--- src/rtl/bcd_descontador_if.sv ---
// Control and status bundle for the BCD down-counter: the master drives the
// load/enable controls, and the slave (the counter) returns the count and its flags.
interface bcd_descontador_if #(
    parameter int DIGITS = 2
);
    logic                  load;
    logic [4*DIGITS-1:0]   load_val;
    logic                  cnt;
    logic [4*DIGITS-1:0]   Q;
    logic                  zero;
    logic                  done;

    modport master (output load, load_val, cnt, input Q, zero, done);
    modport slave  (input load, load_val, cnt, output Q, zero, done);
endinterface

--- src/rtl/bcd_descontador.sv ---
// Multi-digit BCD down-counter with parallel load (digit clamping), zero flag
// and a one-cycle terminal-count pulse. WRAP selects saturation or wrap to all-nines.
module bcd_descontador #(
    parameter int DIGITS = 2,
    parameter bit WRAP   = 1'b0
) (
    input  logic             clk,
    input  logic             clr,
    bcd_descontador_if.slave bus
);
    localparam int W = 4*DIGITS;

    logic [W-1:0]    q_r;
    logic            zero_r;
    logic            done_r;
    logic [W-1:0]    dec_val;
    logic [W-1:0]    ld_val;
    logic [W-1:0]    nines;
    logic [DIGITS:0] borrow;

    assign borrow[0] = 1'b1;

    for (genvar g = 0; g < DIGITS; g++) begin : g_digit
        logic [3:0] d;
        logic [3:0] lv;
        assign d  = q_r[4*g +: 4];
        assign lv = bus.load_val[4*g +: 4];
        // A digit only changes when the borrow reaches it; a zero digit passes it on.
        assign dec_val[4*g +: 4] = borrow[g] ? ((d == 4'd0) ? 4'd9 : d - 4'd1) : d;
        assign borrow[g+1]       = borrow[g] & (d == 4'd0);
        assign ld_val[4*g +: 4]  = (lv > 4'd9) ? 4'd9 : lv;
        assign nines[4*g +: 4]   = 4'd9;
    end

    // Borrow out of the top digit means the count is already zero.
    always_ff @(posedge clk) begin
        if (!clr) begin
            q_r    <= '0;
            zero_r <= 1'b1;
            done_r <= 1'b0;
        end else if (bus.load) begin
            q_r    <= ld_val;
            zero_r <= (ld_val == '0);
            done_r <= 1'b0;
        end else if (bus.cnt) begin
            if (borrow[DIGITS]) begin
                if (WRAP) begin
                    q_r    <= nines;
                    zero_r <= 1'b0;
                end
                done_r <= 1'b0;
            end else begin
                q_r    <= dec_val;
                zero_r <= (dec_val == '0);
                done_r <= (dec_val == '0);
            end
        end else begin
            done_r <= 1'b0;
        end
    end

    assign bus.Q    = q_r;
    assign bus.zero = zero_r;
    assign bus.done = done_r;
endmodule

--- src/flat_wrapper.sv ---
// flat-port wrapper written by rule: the top's interface ports become plain ports
module bcd_descontador_flat 
#(
    parameter int DIGITS = 2,
    parameter bit WRAP   = 1'b0
)
  (clk, clr, bus_load, bus_load_val, bus_cnt, bus_Q, bus_zero, bus_done);
  bcd_descontador_if #(.DIGITS(DIGITS)) bus_i ();
  input  logic clk;
  input  logic clr;
  input wire logic [$bits(bus_i.load)-1:0] bus_load;
  input wire logic [$bits(bus_i.load_val)-1:0] bus_load_val;
  input wire logic [$bits(bus_i.cnt)-1:0] bus_cnt;
  output wire logic [$bits(bus_i.Q)-1:0] bus_Q;
  output wire logic [$bits(bus_i.zero)-1:0] bus_zero;
  output wire logic [$bits(bus_i.done)-1:0] bus_done;
  assign bus_i.load = bus_load;
  assign bus_i.load_val = bus_load_val;
  assign bus_i.cnt = bus_cnt;
  assign bus_Q = bus_i.Q;
  assign bus_zero = bus_i.zero;
  assign bus_done = bus_i.done;
  bcd_descontador #(.DIGITS(DIGITS), .WRAP(WRAP)) u_core (.clk(clk), .clr(clr), .bus(bus_i));
endmodule
--- config.mk ---
export PLATFORM = sky130hd
export DESIGN_NAME = bcd_descontador_flat
export DESIGN_NICKNAME = d
export VERILOG_FILES = /design/src/rtl/bcd_descontador_if.sv /design/src/rtl/bcd_descontador.sv /design/src/flat_wrapper.sv
export SDC_FILE = /design/constraint.sdc
export NUM_CORES = 1
export LEC_CHECK = 0
export ABC_CLOCK_PERIOD_IN_PS = 2900
export CAP_MARGIN = 20
export CORE_MARGIN = 8
export CORE_UTILIZATION = 46
export DETAILED_ROUTE_END_ITERATION = 12
export PLACE_DENSITY = 0.94
export SETUP_SLACK_MARGIN = 0.02
export SYNTH_ARGS = -nofsm -noshare
export SYNTH_HDL_FRONTEND = slang
export SYNTH_SLANG_ARGS = --single-unit
--- constraint.sdc ---
create_clock -name clk -period 2.9 [get_ports clk]
set_clock_uncertainty 0.1 [all_clocks]
set_input_delay 0.29 -clock clk [delete_from_list [all_inputs] [get_ports clk]]
set_output_delay 0.29 -clock clk [all_outputs]
set_load 0.02 [all_outputs]
## After elaboration in Yosys (flattened, before gate mapping)

Cells that the tools add are included.

- Register bits after elaboration: 10
- Input port bits: 12
- Logic and storage cells: 29

- $add $sub $neg: 2
- Magnitude comparators: 2
- Eq/ne operators: 1
- Muxes and demuxes: 11
- Bitwise gates (word level): 3
- Reductions and logical operators: 7

Operator list:

| kind | count |
|---|---|
| $mux 8 | 3 |
| $mux 4 | 5 |
| $logic_not 8->1 | 2 |
| $gt 4x4->1 const B | 2 |
| $logic_not 4->1 | 2 |
| $sub 4x1->4 const B | 2 |
| $reduce_or 4->1 | 1 |
| $mux 1 | 3 |
| $ne 2x2->1 const B | 1 |
| $not 1->1 | 2 |
| $reduce_and 2->1 | 1 |
| $reduce_bool 2->1 | 1 |
| $and 1x1->1 | 1 |

## Logic depth before layout (Yosys ltp)

Gate-level depths: netlist (run 1).

- Word-level depth: 7
- Gate-level depth with buffers: 5
- Mapped depth without buffers: 4

## Worst setup path after synthesis (run 1)

No wires, ideal clock.

- Path type: reg2reg
- From: register u_core.q_r[2], in the netlist u_core.bus.Q[2]
- To: register u_core.q_r[1], in the netlist u_core.bus.Q[1]
- Setup time: 0.122 ns
- Arrival: 1.742 ns
- Data required time: 2.678 ns
- Setup slack: 0.936 ns
- Stages on the path, launching flop included: 5
- Buffers on the path: 0
- Cell sequence: dfxtp_1 -> or4_4 -> o31a_1 -> or3_1 -> o311a_1

- Word-level cells in the longest chain between the ends: 5
- Elaborated cells between the ends (all ways): 8

RTL lines:

| what | RTL line | RTL |
|---|---|---|
| start, declared | bcd_descontador.sv:13 | `logic [W-1:0] q_r;` |
| start signal, assigned | bcd_descontador.sv:42 | `q_r <= ld_val;` |
| start signal, assigned | bcd_descontador.sv:48 | `q_r <= nines;` |
| start signal, assigned | bcd_descontador.sv:53 | `q_r <= dec_val;` |
| $logic_not 4->1 (*) | bcd_descontador.sv:29, bcd_descontador.sv:30 |  |
| $mux 4 | bcd_descontador.sv:29 | `assign dec_val[4*g +: 4] = borrow[g] ? ((d == 4'd0) ? 4'd9 : d - 4'd1) : d;` |
| $mux 8 | bcd_descontador.sv:46 | `if (borrow[DIGITS]) begin` |
| $mux 8 | bcd_descontador.sv:45 | `end else if (bus.cnt) begin` |
| $mux 8 | bcd_descontador.sv:41 | `end else if (bus.load) begin` |

Every way passes the cells marked *; elsewhere a longest branch is shown, timed or not. The select of a mux whose other input is x is not followed.
A chain may end at the register's enable or synchronous reset.

## Worst setup path in the final report (run 1)

Ends and elaborated chain as after synthesis.

==> metrics.csv, run 1 <==
stage,metric,value,unit
run,cap_violations,0,
worst_hold_path,hold_depth,2,
layout,fin_area,870,sq um
timing,tns,0,ns
routing,wirelength,1600,um
layout,fin_nets,112,
placement,gp_congestion,0.771,
global_route,grt_pass1_wl,2600,um
logic_synthesis,synth_most_common_cell,dfxtp_1,
clocking,cts_setup_buffers,0,
logic_synthesis,netlist_instances,77,
global_route,grt_pass1_vias,602,
timing,hold_viol,0,
floorplan,initial_core_util,48.5,%
critical_path,critPathMaxFanout,9,
floorplan,dieHeight,52.6,um
critical_path,arrival,2.04,ns
critical_path,r2r_start,u_core.bus.Q[2],
logic_synthesis,synthesis.area,616,sq um
layout,final_core_util,68.5,%
critical_path,crit_type,reg -> reg,
logic_synthesis,postSynth.asyncResetShare,0,%
power_and_ir_drop,irDropWorstVdd,0.412,mV
timing,relSlewSlack,63.4,%
logic_synthesis,yosysUniqueCellTypes,35,
global_route,grt_max_degree,14,
clocking,cts_tree,built,
floorplan,fp.dieW,52.6,um
clocking,path_clk_slew,0.08,ns
timing,setup_viol,0,
logic_synthesis,synth_nets,89,
timing,min_period_over_period,68.4,%
placement,hpwl,1220,um
global_route,grt.total_usage,11.8,%
layout,diodes,0,
timing,rsz0062_at_grt,no,
routing,ant_nets,0,
outcome,outcome,"complete, no violations",
logic_synthesis,ys.flop_type,dfxtp_1,
routing,drc_errors,0,
timing,min_period,1.98,ns
clocking,worstSkewPairLatency,0.27,ns
clocking,holdBufCountCts,0,
worst_hold_path,min_from,u_core.bus.Q[7],
logic_synthesis,synth_top_area_share,32.5,%
critical_path,cp-startpoint,u_core.bus.Q[2],
worst_hold_path,hp-class,reg -> reg,
routing,vias,689,
power_and_ir_drop,p_per_area,473,nW/um^2
power_and_ir_drop,total_power,0.411,mW
critical_path,r2r_cells,4,
timing,maxSlewViolCount,0,
clocking,numCtsBuffers,3,
placement,numPortBuffers,21,
floorplan,io_pins,22,
placement,postPlaceCellArea,833,sq um
global_route,antenna_found_initial,0,
timing,tightest_slew,0.544,ns
critical_path,critPathLaunchType,flip-flop,
logic_synthesis,netlist.top_cell.by_area,dfxtp_1,
routing,dr.pass1.iters,4,
logic_synthesis,synth-seq-cells,10,
logic_synthesis,yosysWarningCount,0,
clocking,clockBufferDepth,2,
logic_synthesis,synth-edff-count,0,
routing,first_iter_violations,15,
timing,holdWs,0.493,ns
routing,wire_per_inst,14.0,um
floorplan,dieArea,2760,sq um
logic_synthesis,synth.avg_cell_area,7.99,sq um
clocking,cts_resized,0,
clocking,cts.htree.levels,1,
layout,final_cells,114,
power_and_ir_drop,cellLeakagePower,0.319,nW
placement,dp_cells,110,
placement,dp_slack,0.715,ns
logic_synthesis,ys_seq_area_share,32.5,%
logic_synthesis,synth.area.top_cells,"dfxtp_1, a21oi_1, o21a_1",
global_route,overflow,0,
floorplan,coreArea,1270,sq um
routing,viasPerCell,6.04,
timing,max_freq,0.504,GHz
logic_synthesis,synthTopCellsByCount,"dfxtp_1, a21oi_1, nor2_1",
layout,syn2layout_area_growth,41.3,%
critical_path,cp.required,2.95,ns
critical_path,crit_path_end_kind,flip-flop,
clocking,clkSinkCount,10,
layout,drive_above_1_share,7.07,%
timing,setup_slack,0.915,ns
clocking,clock-root-buffer,clkbuf_4,
floorplan,rows,13,
==> cell type report <==
| class | count | area [sq um] |
|---|---|---|
| clock buffers | 4 | 36.3 |
| flip-flops and latches | 10 | 200 |
| repair buffers | 21 | 210 |
| well taps | 15 | 18.8 |
| inverters | 5 | 18.8 |
| multi-input cells | 59 | 385 |
| fillers | 120 | 399 |
==> registers in the layout, indices dropped and copies added, names as in the netlist <==
| register | flops |
|---|---|
| u_core.bus.Q | 8 |
| u_core.bus.done | 1 |
| u_core.bus.zero | 1 |
==> logic make-up (layout without fill, tap and decap cells) <==
logic type      after synthesis  count (layout)  synth area share [%]
xor+xnor                      2               2                  2.85
flops                        10              10                  32.5
compound gates               29              29                  32.9
buf+inv                       8              30                  4.88
simple gates                 28              28                  26.8
==> cells in the final DEF (no fill, tap or decap), drive strengths merged, types with 3 or more instances in the layout <==
| master | n |
|---|---|
| a21oi | 6 |
| clkbuf | 4 |
| dfxtp | 10 |
| o31ai | 3 |
| clkdlybuf4s50 | 21 |
| o21a | 4 |
| nor3 | 4 |
| o21ai | 4 |
| nor2 | 5 |
| nand2 | 4 |
| inv | 4 |
==> where the power goes <==
part,internal [mW],switching (mW)
combinational,0.0610,0.0564
clock,0.0763,0.0509
sequential,0.148,0.0186
total,0.285,0.126
==> worst max-delay path, cell delays in order, from the launching register on <==
cell	delay (ns)
dfxtp_1	0.38
or4_4	0.57
o31a_1	0.37
or3_1	0.33
o311a_1	0.12
==> per-layer routing <==
layer,GRT usage (%),vias to the layer above,share of wire [%],wire [um]
met2,16.2,31,44,702
li1,-,345,-,-
met3,1.99,4,6.0,95
met4,7.33,0,1.6,25
met5,0,-,0,0
met1,16.3,309,48,771
==> worst paths after layout <==
kind,end,slack [ns]
max,u_core.bus.Q[1],0.92
min,u_core.bus.Q[7],0.49
max reg2reg,u_core.bus.Q[1],0.92
min reg2reg,u_core.bus.Q[7],0.49
Power figures use the tool's default switching activity.
==> inputs of run 2 (changes only) <==
- ABC_CLOCK_PERIOD_IN_PS: 2900 -> 1900
- CORE_UTILIZATION: 46 -> 42
- PLACE_DENSITY: 0.94 -> 0.88
- clock period: 2.9 -> 1.9 ns (I/O delays scaled with it)
==> run 2 against run 1 <==
Against the previous run:
- first-iteration DRC count stayed put
- global-route usage is 2.7 points higher
- final area up 5.8%
- worst setup slack got worse by 0.82 ns
- combinational power increased by 85%
- critical path depth is the same
- sequential share of layout area is 0.98 points lower
- clock power increased by 13%
- worst hold slack got worse by 0.0089 ns
- cell count up 7.0%
==> metrics.csv, run 2 (synthesized netlist as in run 1, its figures left out) <==
stage,metric,value,unit,change
layout,mostFrequentLayoutCell,clkdlybuf4s50_1,,unchanged
layout,syn2layout_area_growth,49.4,%,was 41.3%
global_route,grt_max_degree,13,,was 14
timing,setup_viol,0,,unchanged
timing,max_freq,0.554,GHz,was 0.504 GHz
layout,nFillCells,125,,was 120
layout,drive_above_1_share,15.1,%,was 7.07%
floorplan,fp.dieW,54.3,um,was 52.6 um
timing,hold_viol,0,,unchanged
routing,vias,711,,was 689
layout,diodes,0,,unchanged
layout,final_cells,122,,was 114
floorplan,io_pins,22,,unchanged
clocking,clock-root-buffer,clkbuf_4,,unchanged
routing,first_iter_violations,15,,unchanged
worst_hold_path,hp-class,reg -> reg,,unchanged
critical_path,crit_type,reg -> reg,,unchanged
timing,holdWs,0.484,ns,was 0.493 ns
timing,tns,0,ns,unchanged
floorplan,rows,14,,was 13
global_route,antenna_found_initial,0,,unchanged
routing,wire_per_inst,14.9,um,was 14.0 um
timing,maxSlewViolCount,0,,unchanged
global_route,grt_pass1_vias,741,,was 602
clocking,holdBufCountCts,0,,unchanged
clocking,cts.htree.levels,1,,unchanged
clocking,worstSkewPairLatency,0.26,ns,was 0.27 ns
routing,viasPerCell,5.83,,was 6.04
timing,min_period_over_period,95.0,%,was 68.4%
global_route,grt.total_usage,14.5,%,was 11.8%
placement,numPortBuffers,21,,unchanged
power_and_ir_drop,irDropWorstVdd,0.365,mV,was 0.412 mV
timing,min_period,1.81,ns,was 1.98 ns
routing,ant_nets,0,,unchanged
layout,largest_reg_flops,8,,unchanged
placement,hpwl,1440,um,was 1220 um
routing,wirelength,1820,um,was 1600 um
global_route,grt_pass1_wl,3170,um,was 2600 um
layout,fin_nets,120,,was 112
timing,rsz0062_at_grt,yes,,was no
outcome,outcome,"complete, no violations",,unchanged
global_route,overflow,0,,unchanged
timing,relSlewSlack,74.2,%,was 63.4%
floorplan,dieArea,2950,sq um,was 2760 sq um
layout,final_core_util,64.0,%,was 68.5%
critical_path,critPathLaunchType,flip-flop,,unchanged
run,cap_violations,0,,unchanged
critical_path,crit_path_end_kind,flip-flop,,unchanged
critical_path,arrival,1.86,ns,was 2.04 ns
layout,final_cell_mix,"clkdlybuf4s50_1, buf_4, dfxtp_1",,"was clkdlybuf4s50_1, dfxtp_1, a21oi_1"
power_and_ir_drop,p_per_area,658,nW/um^2,was 473 nW/um^2
power_and_ir_drop,cellLeakagePower,0.353,nW,was 0.319 nW
clocking,path_clk_slew,0.06,ns,was 0.08 ns
clocking,clockBufferDepth,2,,unchanged
placement,gp_congestion,0.767,,was 0.771
critical_path,critPathMaxFanout,7,,was 9
critical_path,cp.required,1.95,ns,was 2.95 ns
placement,dp_cells,119,,was 110
floorplan,initial_core_util,42.9,%,was 48.5%
routing,drc_errors,0,,unchanged
clocking,numCtsBuffers,3,,unchanged
layout,multi_input_area,385,sq um,unchanged
clocking,cts_setup_buffers,0,,unchanged
routing,dr.pass1.iters,4,,unchanged
clocking,cts_tree,built,,unchanged
clocking,clkSinkCount,10,,unchanged
floorplan,dieHeight,54.3,um,was 52.6 um
clocking,cts_resized,0,,unchanged
floorplan,coreArea,1440,sq um,was 1270 sq um
layout,layout.area.seq,203,sq um,was 200 sq um
timing,tightest_slew,0.384,ns,was 0.544 ns
[run 2: layer usage]
| layer | GRT usage [%] | vias up | routed length, um |
|---|---|---|---|
| met2 | 21.9 | 23 | 871 |
| met3 | 3.80 | 6 | 102 |
| met5 | 0 | - | 0 |
| met4 | 11.5 | 0 | 63 |
| met1 | 17.1 | 327 | 783 |
| li1 | - | 355 | - |
[run 2: per-stage QoR]
stage                     total power, mW  cell area [sq um]  setup WS (ns)
after floorplan                     0.359                618         0.0393
after global placement              0.456                897         0.0733
after detailed placement            0.462                897         0.0323
after CTS                           0.607                920         0.0929
after global routing                0.649                920         0.0197
final                               0.605                920         0.0946
[run 2: area by class of cell]
| class | instances | area share (%) |
|---|---|---|
| timing repair buffer | 29 | 29.4 |
| multi-input combinational | 59 | 41.9 |
| tap | 16 | 2.18 |
| inverter | 5 | 2.04 |
| sequential | 10 | 22.0 |
| clock buffer | 3 | 2.45 |
[run 2: worst paths after layout]
check                  start              end  slack [ns]  depth (start not counted)
max          u_core.bus.Q[3]  u_core.bus.Q[1]        0.09                          4
max reg2reg  u_core.bus.Q[3]  u_core.bus.Q[1]        0.09                          4
min          u_core.bus.Q[7]  u_core.bus.Q[7]        0.48                          2
min reg2reg  u_core.bus.Q[7]  u_core.bus.Q[7]        0.48                          2
[run 2: report_power, final]
group          leakage (nW)  switching, mW  internal, mW
clock network        0.0138         0.0706        0.0732
logic                 0.256          0.104         0.112
registers            0.0833         0.0184         0.227
total                 0.353          0.193         0.412
[run 2: worst max-delay path, stage by stage, from the launching register on]
cell and delay (ns):
dfxtp_2 0.35, or4_4 0.53, o31a_1 0.26, or3_1 0.32, o311a_1 0.13
==> inputs of run 3 (changes only) <==
- CELL_PAD_IN_SITES_DETAIL_PLACEMENT: unset -> 1
- CELL_PAD_IN_SITES_GLOBAL_PLACEMENT: unset -> 2
- CORE_ASPECT_RATIO: unset -> 0.8
- CORE_UTILIZATION: 42 -> 23
- PLACE_DENSITY: 0.88 -> 0.87
==> run 3 against run 2 <==
Against the previous run:
- register-to-register slack got worse by 0.03 ns
- combinational power rose by 6%
- clock power rose by 35%
- first-iteration DRC count rose by 93%
- critical path type unchanged
==> metrics.csv, run 3 (synthesized netlist as in run 1, its figures left out) <==
stage,metric,value,unit,change
layout,multi_input_area,397,sq um,was 385 sq um
global_route,grt_max_degree,13,,unchanged
critical_path,critPathMaxFanout,7,,unchanged
global_route,overflow,0,,unchanged
clocking,holdBufCountCts,0,,unchanged
global_route,grt.total_usage,9.89,%,was 14.5%
placement,hpwl,1720,um,was 1440 um
floorplan,io_pins,22,,unchanged
routing,drc_errors,0,,unchanged
clocking,clockBufferDepth,2,,unchanged
critical_path,critPathSlowestCell,or4_4,,unchanged
floorplan,fp.dieW,73.8,um,was 54.3 um
critical_path,crit_chain,"or4_4, o31a_1, buf_4, o22ai_1, a21boi_0",,"was or4_4, o31a_1, or3_1, o311a_1"
routing,viasPerCell,5.03,,was 5.83
power_and_ir_drop,p_per_area,678,nW/um^2,was 658 nW/um^2
worst_hold_path,holdPathEnd,u_core.bus.zero,,was u_core.bus.Q[7]
layout,final_cell_mix,"clkdlybuf4s50_1, buf_4, dfxtp_1",,unchanged
clocking,clkSinkCount,10,,unchanged
critical_path,r2r_cells,5,,was 4
floorplan,coreArea,2500,sq um,was 1440 sq um
floorplan,rows,16,,was 14
critical_path,rr_endpoint,u_core.bus.Q[2],,was u_core.bus.Q[1]
layout,diodes,0,,unchanged
power_and_ir_drop,irDropWorstVdd,0.170,mV,was 0.365 mV
critical_path,path_buf_inv,1,,was 0
power_and_ir_drop,cellLeakagePower,0.373,nW,was 0.353 nW
floorplan,initial_core_util,24.6,%,was 42.9%
critical_path,cp.required,1.95,ns,about the same
routing,vias,730,,was 711
timing,setup_slack,0.0632,ns,was 0.0946 ns
routing,dr.pass1.iters,4,,unchanged
routing,wirelength,2110,um,was 1820 um
timing,hold_viol,0,,unchanged
critical_path,critPathTopFamily,compound AO/OA/AOI/OAI gates,,was simple AND/OR/NAND/NOR gates
floorplan,dieArea,4600,sq um,was 2950 sq um
critical_path,crit_type,reg -> reg,,unchanged
placement,numPortBuffers,21,,unchanged
timing,rsz0062_at_grt,yes,,unchanged
global_route,antenna_found_initial,0,,unchanged
layout,nFillCells,318,,was 125
critical_path,r2r_start,u_core.bus.Q[3],,unchanged
placement,dp_slack,0.0147,ns,was 0.0323 ns
layout,fin_nets,122,,was 120
clocking,cts.htree.levels,1,,unchanged
clocking,cts_setup_buffers,0,,unchanged
clocking,cts_tree,built,,unchanged
clocking,worstSkewPairLatency,0.27,ns,was 0.26 ns
timing,tns,0,ns,unchanged
routing,wire_per_inst,14.6,um,was 14.9 um
routing,ant_nets,0,,unchanged
timing,tightest_slew,0.336,ns,was 0.384 ns
worst_hold_path,hp-class,reg -> reg,,unchanged
clocking,cts_resized,0,,unchanged
timing,min_period,1.84,ns,was 1.81 ns
global_route,grt_pass1_wl,3550,um,was 3170 um
critical_path,slowest_delay,0.54,ns,was 0.53 ns
timing,relSlewSlack,77.3,%,was 74.2%
worst_hold_path,min_from,u_core.bus.zero,,was u_core.bus.Q[7]
clocking,path_clk_slew,0.07,ns,was 0.06 ns
critical_path,critPathLaunchType,flip-flop,,unchanged
placement,gp_congestion,0.719,,was 0.767
outcome,outcome,"complete, no violations",,unchanged
critical_path,arrival,1.88,ns,was 1.86 ns
critical_path,r2r_slack,0.06,ns,was 0.09 ns
critical_path,crit_path_end_kind,flip-flop,,unchanged
layout,drive_above_1_share,19.3,%,was 15.1%
timing,maxSlewViolCount,0,,unchanged
layout,largest_reg_flops,8,,unchanged
clocking,numCtsBuffers,3,,unchanged
layout,layout.area.seq,203,sq um,unchanged
layout,syn2layout_area_growth,60.0,%,was 49.4%
layout,mostFrequentLayoutCell,clkdlybuf4s50_1,,unchanged
timing,min_period_over_period,96.7,%,was 95.0%
timing,max_freq,0.544,GHz,was 0.554 GHz
floorplan,dieHeight,62.3,um,was 54.3 um
timing,setup_viol,0,,unchanged
clocking,clock-root-buffer,clkbuf_4,,unchanged
global_route,grt_pass1_vias,785,,was 741
worst_hold_path,hold_depth,2,,unchanged
routing,first_iter_violations,29,,was 15
run,cap_violations,0,,unchanged
-- run 3: worst register-to-register path, stage by stage (launching register included) --
cell and delay (ns):
dfxtp_2 0.36, or4_4 0.54, o31a_1 0.28, buf_4 0.16, o22ai_1 0.16, a21boi_0 0.12
-- run 3: power by group --
part | total, mW | internal (mW) | switching (mW)
clock | 0.195 | 0.117 | 0.0785
sequential | 0.245 | 0.227 | 0.0184
combinational | 0.228 | 0.118 | 0.110
-- run 3: stage by stage --
stage	hold WS (ns)	total power [mW]	instances	utilization [%]	cell area [sq um]
floorplan	0.237	0.359	77	-	618
global placement	0.442	0.466	141	37.5	937
detailed placement	0.455	0.472	141	37.5	937
CTS	0.469	0.667	145	38.9	973
global route	0.498	0.705	145	39.4	985
finish	0.461	0.668	145	39.4	985
-- run 3: worst max path at each step --
stage                     slack [ns]       startpoint  depth (start not counted)               to
after floorplan                 0.04  u_core.bus.Q[2]                          4  u_core.bus.Q[1]
after global placement          0.06  bus_load_val[5]                          5  u_core.bus.zero
after detailed placement        0.01  bus_load_val[5]                          5  u_core.bus.zero
after CTS                       0.07  u_core.bus.Q[3]                          4  u_core.bus.Q[3]
after global routing            0.01  u_core.bus.Q[3]                          5  u_core.bus.Q[2]
final                           0.06  u_core.bus.Q[3]                          5  u_core.bus.Q[2]
-- run 3: area by class of cell --
class / count / area share [%]
Multi-Input combinational cell: 59 / 40.3
Inverter: 5 / 1.91
Sequential cell: 10 / 20.6
Clock buffer: 4 / 3.68
Timing Repair Buffer: 31 / 29.0
Tap cell: 36 / 4.57
-- run 3: layer usage --
metal  track usage [%]  up-vias  routed length, um
met5                 0        -                  0
met4              6.72        0                 55
met3              2.40        5                 97
met2              14.7       19                950
met1              12.1      346               1010
li1                  -      360                  -
